## src/rtl/cache_pkg.sv

```systemverilog
// Shared types and constants for the direct-mapped, write-through cache access controller.
package cache_pkg;

   localparam int unsigned LINES       = 16;
   localparam logic [1:0]  WAIT_CYCLES = 2'd2;

   localparam int unsigned INDEX_LSB = 2;
   localparam int unsigned INDEX_MSB = 5;
   localparam int unsigned TAG_LSB   = 6;
   localparam int unsigned TAG_MSB   = 31;
   localparam int unsigned INDEX_W   = INDEX_MSB - INDEX_LSB + 1;
   localparam int unsigned TAG_W     = TAG_MSB - TAG_LSB + 1;

   typedef enum logic [1:0] {
      ST_IDLE     = 2'd0,
      ST_TAG      = 2'd1,
      ST_MEM_WAIT = 2'd2
   } state_e;

   function automatic logic [INDEX_W-1:0] addr_index(input logic [31:0] addr);
      return addr[INDEX_MSB:INDEX_LSB];
   endfunction

   function automatic logic [TAG_W-1:0] addr_tag(input logic [31:0] addr);
      return addr[TAG_MSB:TAG_LSB];
   endfunction

endpackage

```

## src/rtl/cache_line_array.sv

```systemverilog
// Valid/tag/data storage: one asynchronous read port, one write port, clear-all of the valid bits.
module cache_line_array #(
   parameter int unsigned LINES = cache_pkg::LINES
) (
   input  logic                        clk_i,
   input  logic                        rst_i,
   input  logic                        clear_i,
   input  logic [cache_pkg::INDEX_W-1:0] rd_index_i,
   output logic                        rd_valid_o,
   output logic [cache_pkg::TAG_W-1:0]   rd_tag_o,
   output logic [31:0]                 rd_data_o,
   input  logic                        wr_en_i,
   input  logic [cache_pkg::INDEX_W-1:0] wr_index_i,
   input  logic [cache_pkg::TAG_W-1:0]   wr_tag_i,
   input  logic [31:0]                 wr_data_i
);
   import cache_pkg::*;

   logic [LINES-1:0] valid_q;
   logic [TAG_W-1:0] tag_mem  [LINES];
   logic [31:0]      data_mem [LINES];

   always_ff @(posedge clk_i) begin
      if (rst_i || clear_i) begin
         valid_q <= '0;
      end else if (wr_en_i) begin
         valid_q[wr_index_i] <= 1'b1;
      end
   end

   // NOTE: tag/data arrays are deliberately not reset; valid_q alone qualifies their contents.
   always_ff @(posedge clk_i) begin
      if (wr_en_i) begin
         tag_mem[wr_index_i]  <= wr_tag_i;
         data_mem[wr_index_i] <= wr_data_i;
      end
   end

   assign rd_valid_o = valid_q[rd_index_i];
   assign rd_tag_o   = tag_mem[rd_index_i];
   assign rd_data_o  = data_mem[rd_index_i];

endmodule

```

## src/rtl/cache_access_ctrl.sv

```systemverilog
// Direct-mapped write-through (no write-allocate) cache controller; the wait-state
// counter timing the memory access lives outside and is reached via WaitLoad/WaitValue/WaitCarry.
module cache_access_ctrl #(
   parameter int unsigned LINES       = cache_pkg::LINES,
   parameter logic [1:0]  WAIT_CYCLES = cache_pkg::WAIT_CYCLES
) (
   input  logic        Clk,
   input  logic        Rst,
   input  logic        CpuReq,
   input  logic        CpuWe,
   input  logic [31:0] CpuAddr,
   input  logic [31:0] CpuWdata,
   output logic [31:0] CpuRdata,
   output logic        CpuReady,
   output logic        CpuBusy,
   input  logic        Invalidate,
   output logic        MemReq,
   output logic        MemWe,
   output logic [31:0] MemAddr,
   output logic [31:0] MemWdata,
   input  logic [31:0] MemRdata,
   output logic        WaitLoad,
   output logic [1:0]  WaitValue,
   input  logic        WaitCarry
);
   import cache_pkg::*;

   state_e       state_q, state_d;
   logic [29:0]  waddr_q, waddr_d;
   logic         we_q, we_d;
   logic [31:0]  wdata_q, wdata_d;

   logic [31:0]      req_addr;
   logic             rd_valid;
   logic [TAG_W-1:0] rd_tag;
   logic [31:0]      rd_data;
   logic             hit;
   logic             arr_clear;
   logic             arr_wr_en;
   logic [31:0]      arr_wr_data;

   // Byte-offset bits are ignored by design.
   logic unused_byte_offset;
   assign unused_byte_offset = ^CpuAddr[1:0];

   assign req_addr  = {waddr_q, 2'b00};
   assign hit       = rd_valid && (rd_tag == addr_tag(req_addr));
   assign WaitValue = WAIT_CYCLES;

   cache_line_array #(
      .LINES (LINES)
   ) u_lines (
      .clk_i      (Clk),
      .rst_i      (Rst),
      .clear_i    (arr_clear),
      .rd_index_i (addr_index(req_addr)),
      .rd_valid_o (rd_valid),
      .rd_tag_o   (rd_tag),
      .rd_data_o  (rd_data),
      .wr_en_i    (arr_wr_en),
      .wr_index_i (addr_index(req_addr)),
      .wr_tag_i   (addr_tag(req_addr)),
      .wr_data_i  (arr_wr_data)
   );

   // NOTE: all registers use <= so every one of them samples the same pre-edge values.
   always_ff @(posedge Clk) begin
      if (Rst) begin
         state_q <= ST_IDLE;
      end else begin
         state_q <= state_d;
      end
   end

   always_ff @(posedge Clk) begin
      waddr_q <= waddr_d;
      we_q    <= we_d;
      wdata_q <= wdata_d;
   end

   // NOTE: every signal written here gets a default first, so no path can infer a latch.
   always_comb begin
      state_d     = state_q;
      waddr_d     = waddr_q;
      we_d        = we_q;
      wdata_d     = wdata_q;
      CpuReady    = 1'b0;
      CpuRdata    = '0;
      CpuBusy     = 1'b1;
      WaitLoad    = 1'b0;
      MemReq      = 1'b0;
      MemWe       = 1'b0;
      MemAddr     = '0;
      MemWdata    = '0;
      arr_clear   = 1'b0;
      arr_wr_en   = 1'b0;
      arr_wr_data = wdata_q;

      unique case (state_q)
         ST_IDLE: begin
            CpuBusy = Invalidate;
            if (Invalidate) begin
               arr_clear = 1'b1;
            end else if (CpuReq) begin
               waddr_d = CpuAddr[31:2];
               we_d    = CpuWe;
               wdata_d = CpuWdata;
               state_d = ST_TAG;
            end
         end
         ST_TAG: begin
            if (!we_q && hit) begin
               CpuReady = 1'b1;
               CpuRdata = rd_data;
               state_d  = ST_IDLE;
            end else begin
               WaitLoad  = 1'b1;
               arr_wr_en = we_q && hit;
               state_d   = ST_MEM_WAIT;
            end
         end
         ST_MEM_WAIT: begin
            MemReq   = 1'b1;
            MemWe    = we_q;
            MemAddr  = req_addr;
            MemWdata = we_q ? wdata_q : '0;
            if (WaitCarry) begin
               CpuReady = 1'b1;
               state_d  = ST_IDLE;
               if (!we_q) begin
                  CpuRdata    = MemRdata;
                  arr_wr_en   = 1'b1;
                  arr_wr_data = MemRdata;
               end
            end
         end
         default: state_d = ST_IDLE;
      endcase

      // Reset abandons any access in flight: quiet outputs, no fill.
      if (Rst) begin
         CpuReady  = 1'b0;
         CpuRdata  = '0;
         CpuBusy   = 1'b0;
         WaitLoad  = 1'b0;
         MemReq    = 1'b0;
         MemWe     = 1'b0;
         MemAddr   = '0;
         MemWdata  = '0;
         arr_clear = 1'b0;
         arr_wr_en = 1'b0;
      end
   end

endmodule

```

## config.mk

```make
export PLATFORM = sky130hd
export DESIGN_NAME = cache_access_ctrl
export DESIGN_NICKNAME = d
export VERILOG_FILES = /design/src/rtl/cache_pkg.sv /design/src/rtl/cache_line_array.sv /design/src/rtl/cache_access_ctrl.sv
export SDC_FILE = /design/constraint.sdc
export NUM_CORES = 1
export LEC_CHECK = 0
export CAP_MARGIN = 25
export CORE_MARGIN = 4
export CORE_UTILIZATION = 38
export CTS_CLUSTER_DIAMETER = 200
export DETAILED_ROUTE_END_ITERATION = 6
export PLACE_DENSITY_LB_ADDON = 0.05
export SLEW_MARGIN = 20
export SYNTH_ARGS = -nofsm -noshare
export SYNTH_HDL_FRONTEND = slang
export SYNTH_SLANG_ARGS = --single-unit
```

## constraint.sdc

```tcl
create_clock -name Clk -period 8.1 [get_ports Clk]
set_input_delay 1.62 -clock Clk [delete_from_list [all_inputs] [get_ports Clk]]
set_output_delay 1.62 -clock Clk [all_outputs]
set_load 0.01 [all_outputs]
```

# == Yosys cells after proc, flatten, opt, wreduce, memory -nomap -nowiden ==
# Memories as Yosys holds them, arrays and structs flattened. A register that Yosys moved wholly into a read port is not among the register bits.
# Index checks and enable logic that the tools add are counted.
# word_totals
ram_bits,928
ff_bits,81
n_memories,2
out_inout_bits,103
wordCells,73
# memory_table
name,words,width,read_ports,rd_clocked_by_memory_dff,write_ports,line_no,text
u_lines.data_mem,16,32,1,1,1,cache_line_array.sv:21,logic [31:0] data_mem [LINES];
u_lines.tag_mem,16,26,1,1,1,cache_line_array.sv:20,logic [TAG_W-1:0] tag_mem [LINES];
# op_classes
n_lt_le_gt_ge,2
reduce_logical,9
eq_ne,6
n_mux,47
bitwise_logic,2
# op_table
op,n
32-bit two-way mux,12
32-bit one-hot mux with 2 select lines,1
26-bit == test,1
1-bit two-way mux,23
16-bit OR,1
2-bit two-way mux,4
4-bit two-way mux,2
2-bit != test (second input constant),3
2-bit one-hot mux with 3 select lines,1
3-bit AND reduction,2
4-bit by 5-bit less-than comparator with 1-bit output (second input constant),1
1-bit binary-select mux with 4-bit select,1
1-bit demux with 4-bit select,1
4-bit by 1-bit >= comparator with 1-bit output (second input constant),1
1-bit logical AND,4
1-bit one-hot mux with 2 select lines,2
2-bit by 1-bit == test with 1-bit output (second input constant),1
2-bit == test (second input constant),1
2-bit zero test,1
1-bit zero test,1
1-bit logical OR,1
1-bit NOT,1

# == Logic depth before layout (Yosys ltp) ==
# logic_depth
word_depth,9
depth_mapped,15
ltp_nobuf,9

# == Modules after synthesis ==
# A second synthesis with hierarchy kept.
# unflattened
cells_unflattened,1843
hier_area_um2,39176.3
# by_module_without_submodules
mod,area_each_um2,cells_each,instances
cache_line_array,35242.6,1481,1
cache_access_ctrl,3933.8,362,1

# == Least setup slack after synthesis ==
# Ideal clock, no wire load.
# synth_timing
kind,register -> register
from,reg with a tool-made name
to,mem u_lines.data_mem[0][0] (enable)
setup_ns,0.545
n_path_buf,4
required_time_ns,7.555
slack_ns,0.420
arrival_ns,7.134
path_stages_with_launch,14
period_less_slack_ns,7.680
path_cell_list,dfxtp_1 > clkbuf_1 > buf_2 > buf_2 > mux4_2 > xnor2_1 > nand3_1 > o311ai_0 > o211ai_1 > or4_4 > nor4_4 > a22oi_4 > buf_6 > nor3_1
# synth_rtl
element,line_no
"end, declared",cache_line_array.sv:21

==> impl_summary.md <==
Critical path
The slowest cell on the critical path is sky130_fd_sc_hd__dfxtp_4. The critical-path maximum fanout is 42. In this run the register-to-register setup slack is 1.99 ns. The kind of end point of the critical path is an output port.

The endpoint identified for the worst register-to-register timing path is u_lines.data_mem[4][12]$_DFFE_PP_. The type of the worst setup path is register to output port. The number of cells traversed by the worst register-to-register path is 12. Data on the critical path arrives at its endpoint at 6.00 ns. For this run, the slowest stage of the critical path takes 0.81 ns. In this run the worst setup path terminates at CpuRdata[10].

The startpoint type of the worst setup path is a register. For the worst setup path, the data required time is 6.48 ns. The critical path goes through buf_4 > mux4_2 > nor4b_1 > a2111oi_0 > nand3_1 > nand4_1 > or4_4 > nor4_4 > buf_4 > nand4_1 > a21oi_1 > clkdlybuf4s50_1.

STA
The worst hold slack is 0.474 ns. Setup repair after global routing left no endpoint under its margin. The routed design could run at a clock period as short as 7.62 ns. Summed over all failing endpoints, the final setup total negative slack is 0 ns. The final setup skew is 0.0301 ns. The count of final hold-check violations came to 0. Based on the critical path, the design can be clocked at up to 131 MHz.

The final count of negative-setup-slack endpoints is 0. The headroom to the max-slew limit is 0.327. In the finished design, the share of the clock period the worst path needs comes to 0.941. The count of final max-slew check failures came to 0. The slew at the pin closest to its max-slew limit is 1.01 ns.

Clocking
The H-tree depth is 3. The maximum buffer depth of the clock tree is 3. TritonCTS built the clock tree. The clock root buffer master is sky130_fd_sc_hd__clkbuf_16. The post-CTS repair timing setup buffer count is 0.

The hold buffer count at CTS is 0. The number of CTS-inserted buffers is 108. The number of gates resized after cts is 0. The clock transition at the register clock pins on the worst setup and hold paths after CTS is 0.05 ns. The TritonCTS sink count is 1013. The clock insertion delay at the later pin of the skew report is 0.68 ns.

Layout
From synthesis to final layout, the design area changed by 18.0%. The library cells used most frequently in the layout, excluding fill and tap cells, are sky130_fd_sc_hd__edfxtp_1, sky130_fd_sc_hd__mux4_2, sky130_fd_sc_hd__clkdlybuf4s50_1. The total inserted antenna cells is 0.

The total number of nets in the final design is 2349. The share of layout cells above drive strength 1 is 0.217. The most common cell after layout, fill and taps aside is sky130_fd_sc_hd__edfxtp_1.

Floorplanning
The area of the die is 112000 sq um. The floorplan has 119 rows. The y dimension of the die is 334 um.

The initial utilization of the core area, before any placement, comes to 0.384. The core region area is 105000 sq um. The I/O pin count is 205. The floorplan step set the die width to 334 um.

Drt
The total number of vias is 20300. The initial DRC count is 1682. The routed design has 106000 um of wire. The number of iterations in the first detailed-routing pass is 5.

The count of nets left with antenna violations once routing finished came out at 0. In the final routed layout, each cell accounts on average for 28.5 um. The number of DRC violations after detailed routing is 0.

Using the TritonRoute via totals, the vias-per-cell ratio works out to 5.45.

Logic synthesis
The area fraction in and, or, nand and nor cells after synthesis is 0.0440. The combined area of all synthesized cells is 40400 sq um. Of the total synthesized cell area, the portion taken by full adders, half adders and majority gates is 0.000928. Yosys printed 0 warnings. The number of standard cells after synthesis is 1987.

The portion of synthesized area spent on multiplexers is 0.158. Of all cell types, the one taking the most synthesized area is sky130_fd_sc_hd__edfxtp_1. Of the total synthesized cell area, the portion taken by XOR and XNOR cells is 0.00715. The sequential share of the synthesized area is 0.747. By area the synthesized netlist is led by sky130_fd_sc_hd__edfxtp_1, sky130_fd_sc_hd__mux4_2, sky130_fd_sc_hd__mux2i_1. Counting flops with a built-in enable in the synthesized netlist gives 991. The share of flip-flops with an asynchronous set or reset is 0. The post-synthesis compound-gate area fraction came to 0.0238. In the synthesized netlist the dominant register cell turns out to be sky130_fd_sc_hd__edfxtp_1.

The number of different library cells in the post-synthesis netlist is 74. Each instance of the synthesized netlist takes up on average 20.4 sq um. After synthesis the netlist holds a flip-flop and latch count of 1013. Of the post-synthesis cell area, the dominant cell type holds 0.736. The dominant combinational cell family by area after synthesis is multiplexers.

Global routing
The number of antenna violations at the first check in global routing is 1. The first global-routing pass estimated 153000 um of wire. In the global route stage, overall resource usage came out at 0.190. The number of global-route vias before repair is 21500. The maximum number of pins on one net before global-route repair is 125. For this run the aggregate overflow at the end of global routing stands at 0.

Power
Of the total power, the share spent switching nets is 0.213. The share of power burned in the clock network is 0.425. Of the total power, registers draw 0.516. The maximum vdd drop is 0.000165 V. The internal power component is 8.88 mW.

The standby leakage power is 15.3 nW. The ratio of total power to cell area is 237 nW/um^2. Of the total power, combinational logic draws 0.059.

Summed over all nets, the switching power comes to 2.41 mW.

Placed design
The congestion estimate from routability-driven global placement came to 0.732. The count of buffers added on input and output ports is 198. After legalization and detailed placement, the total HPWL measured 56800 um.

Outcome
The flow ran to the end, and the final reports show no timing, DRC or antenna violations.

Job
Across the run, the number of max-cap violations was 0.

Min path
The min-delay analysis places its worst path in the category register to register. The startpoint identified for the worst hold timing path is u_lines.valid_q[14]$_SDFFE_PP0P_.
## metal layers
| metal | track usage | wire length (um) |
|---|---|---|
| met2 | 0.323 | 52700 |
| met1 | 0.259 | 46700 |
| met4 | 0.0473 | 2530 |
| met5 | 0 | 0 |
| met3 | 0.0280 | 4020 |
## flip-flops by register name (all words and copies together) (netlist names), named ones only
| name | flops |
|---|---|
| state_q | 2 |
| u_lines.data_mem | 512 |
| u_lines.tag_mem | 416 |
| u_lines.valid_q | 16 |
| waddr_q | 30 |
| wdata_q | 32 |
| we_q | 1 |
## cell usage after synthesis, drive strengths merged (22+ instances only)
| library cell | number |
|---|---|
| edfxtp | 991 |
| nand4 | 37 |
| nor3 | 26 |
| a21oi | 40 |
| buf | 73 |
| and2 | 35 |
| dfxtp | 22 |
| xnor2 | 22 |
| clkbuf | 51 |
| mux2i | 78 |
| and3 | 36 |
| nand2 | 121 |
| mux4 | 238 |
## critical path: cells and delay by family (launching register included)
kind / cells / cell delay [ns]
flops: 1 / 0.81
compound gates: 2 / 0.37
mux: 1 / 0.43
buf+inv: 3 / 1.95
simple gates: 6 / 1.74
## area by class of cell
type	count	area, sq um
Clock buffer	144	2870
Clock inverter	57	544
Sequential cell	1013	30200
Tap cell	1391	1740
Timing Repair Buffer	269	2770
Inverter	9	35.0
Fill cell	9052	57700
Multi-Input combinational cell	843	9570
## how the worst min path moves through the flow
stage | cells past startpoint | slack (ns) | to
after global routing | 1 | 0.49 | u_lines.valid_q[14]$_SDFFE_PP0P_
after floorplan | 1 | 0.44 | u_lines.valid_q[10]$_SDFFE_PP0P_
after CTS | 1 | 0.48 | u_lines.valid_q[14]$_SDFFE_PP0P_
final | 1 | 0.47 | u_lines.valid_q[14]$_SDFFE_PP0P_
after detailed placement | 1 | 0.46 | u_lines.valid_q[14]$_SDFFE_PP0P_
after global placement | 1 | 0.46 | u_lines.valid_q[2]$_SDFFE_PP0P_
## power by group through the flow
| stage | clock, mW | sequential (mW) | combinational [mW] |
|---|---|---|---|
| 2_1_floorplan | 0 | 5.90 | 0.474 |
| 3_3_place_gp | 0 | 5.94 | 0.672 |
| 3_5_place_dp | 0 | 5.94 | 0.678 |
| 4_1_cts | 4.93 | 5.83 | 0.681 |
| 5_1_grt | 5.14 | 5.83 | 0.720 |
| 6_report | 4.80 | 5.83 | 0.667 |
## logic make-up (layout without fill, tap and decap cells)
logic type | count (synthesis) | after routing
buffers and inverters | 133 | 479
XOR/XNOR | 33 | 33
adder cells (fa/ha/maj) | 3 | 3
other | 2 | 4
flip-flops | 1013 | 1013
AO/OA/AOI/OAI | 131 | 131
multiplexers | 334 | 334
AND/OR/NAND/NOR | 338 | 338
## metrics by stage
stage	worst slack, ns	utilization	cell area (sq um)	total power [mW]	instances
floorplan	0.420	-	40400	6.37	1989
global placement	1.06	0.419	44200	6.61	3521
detailed placement	1.06	0.420	44300	6.62	3524
CTS	0.293	0.453	47700	11.4	3725
global route	0.137	0.453	47700	11.7	3726
finish	0.478	0.453	47700	11.3	3726
No activity file was read; power rests on OpenSTA's default activity.
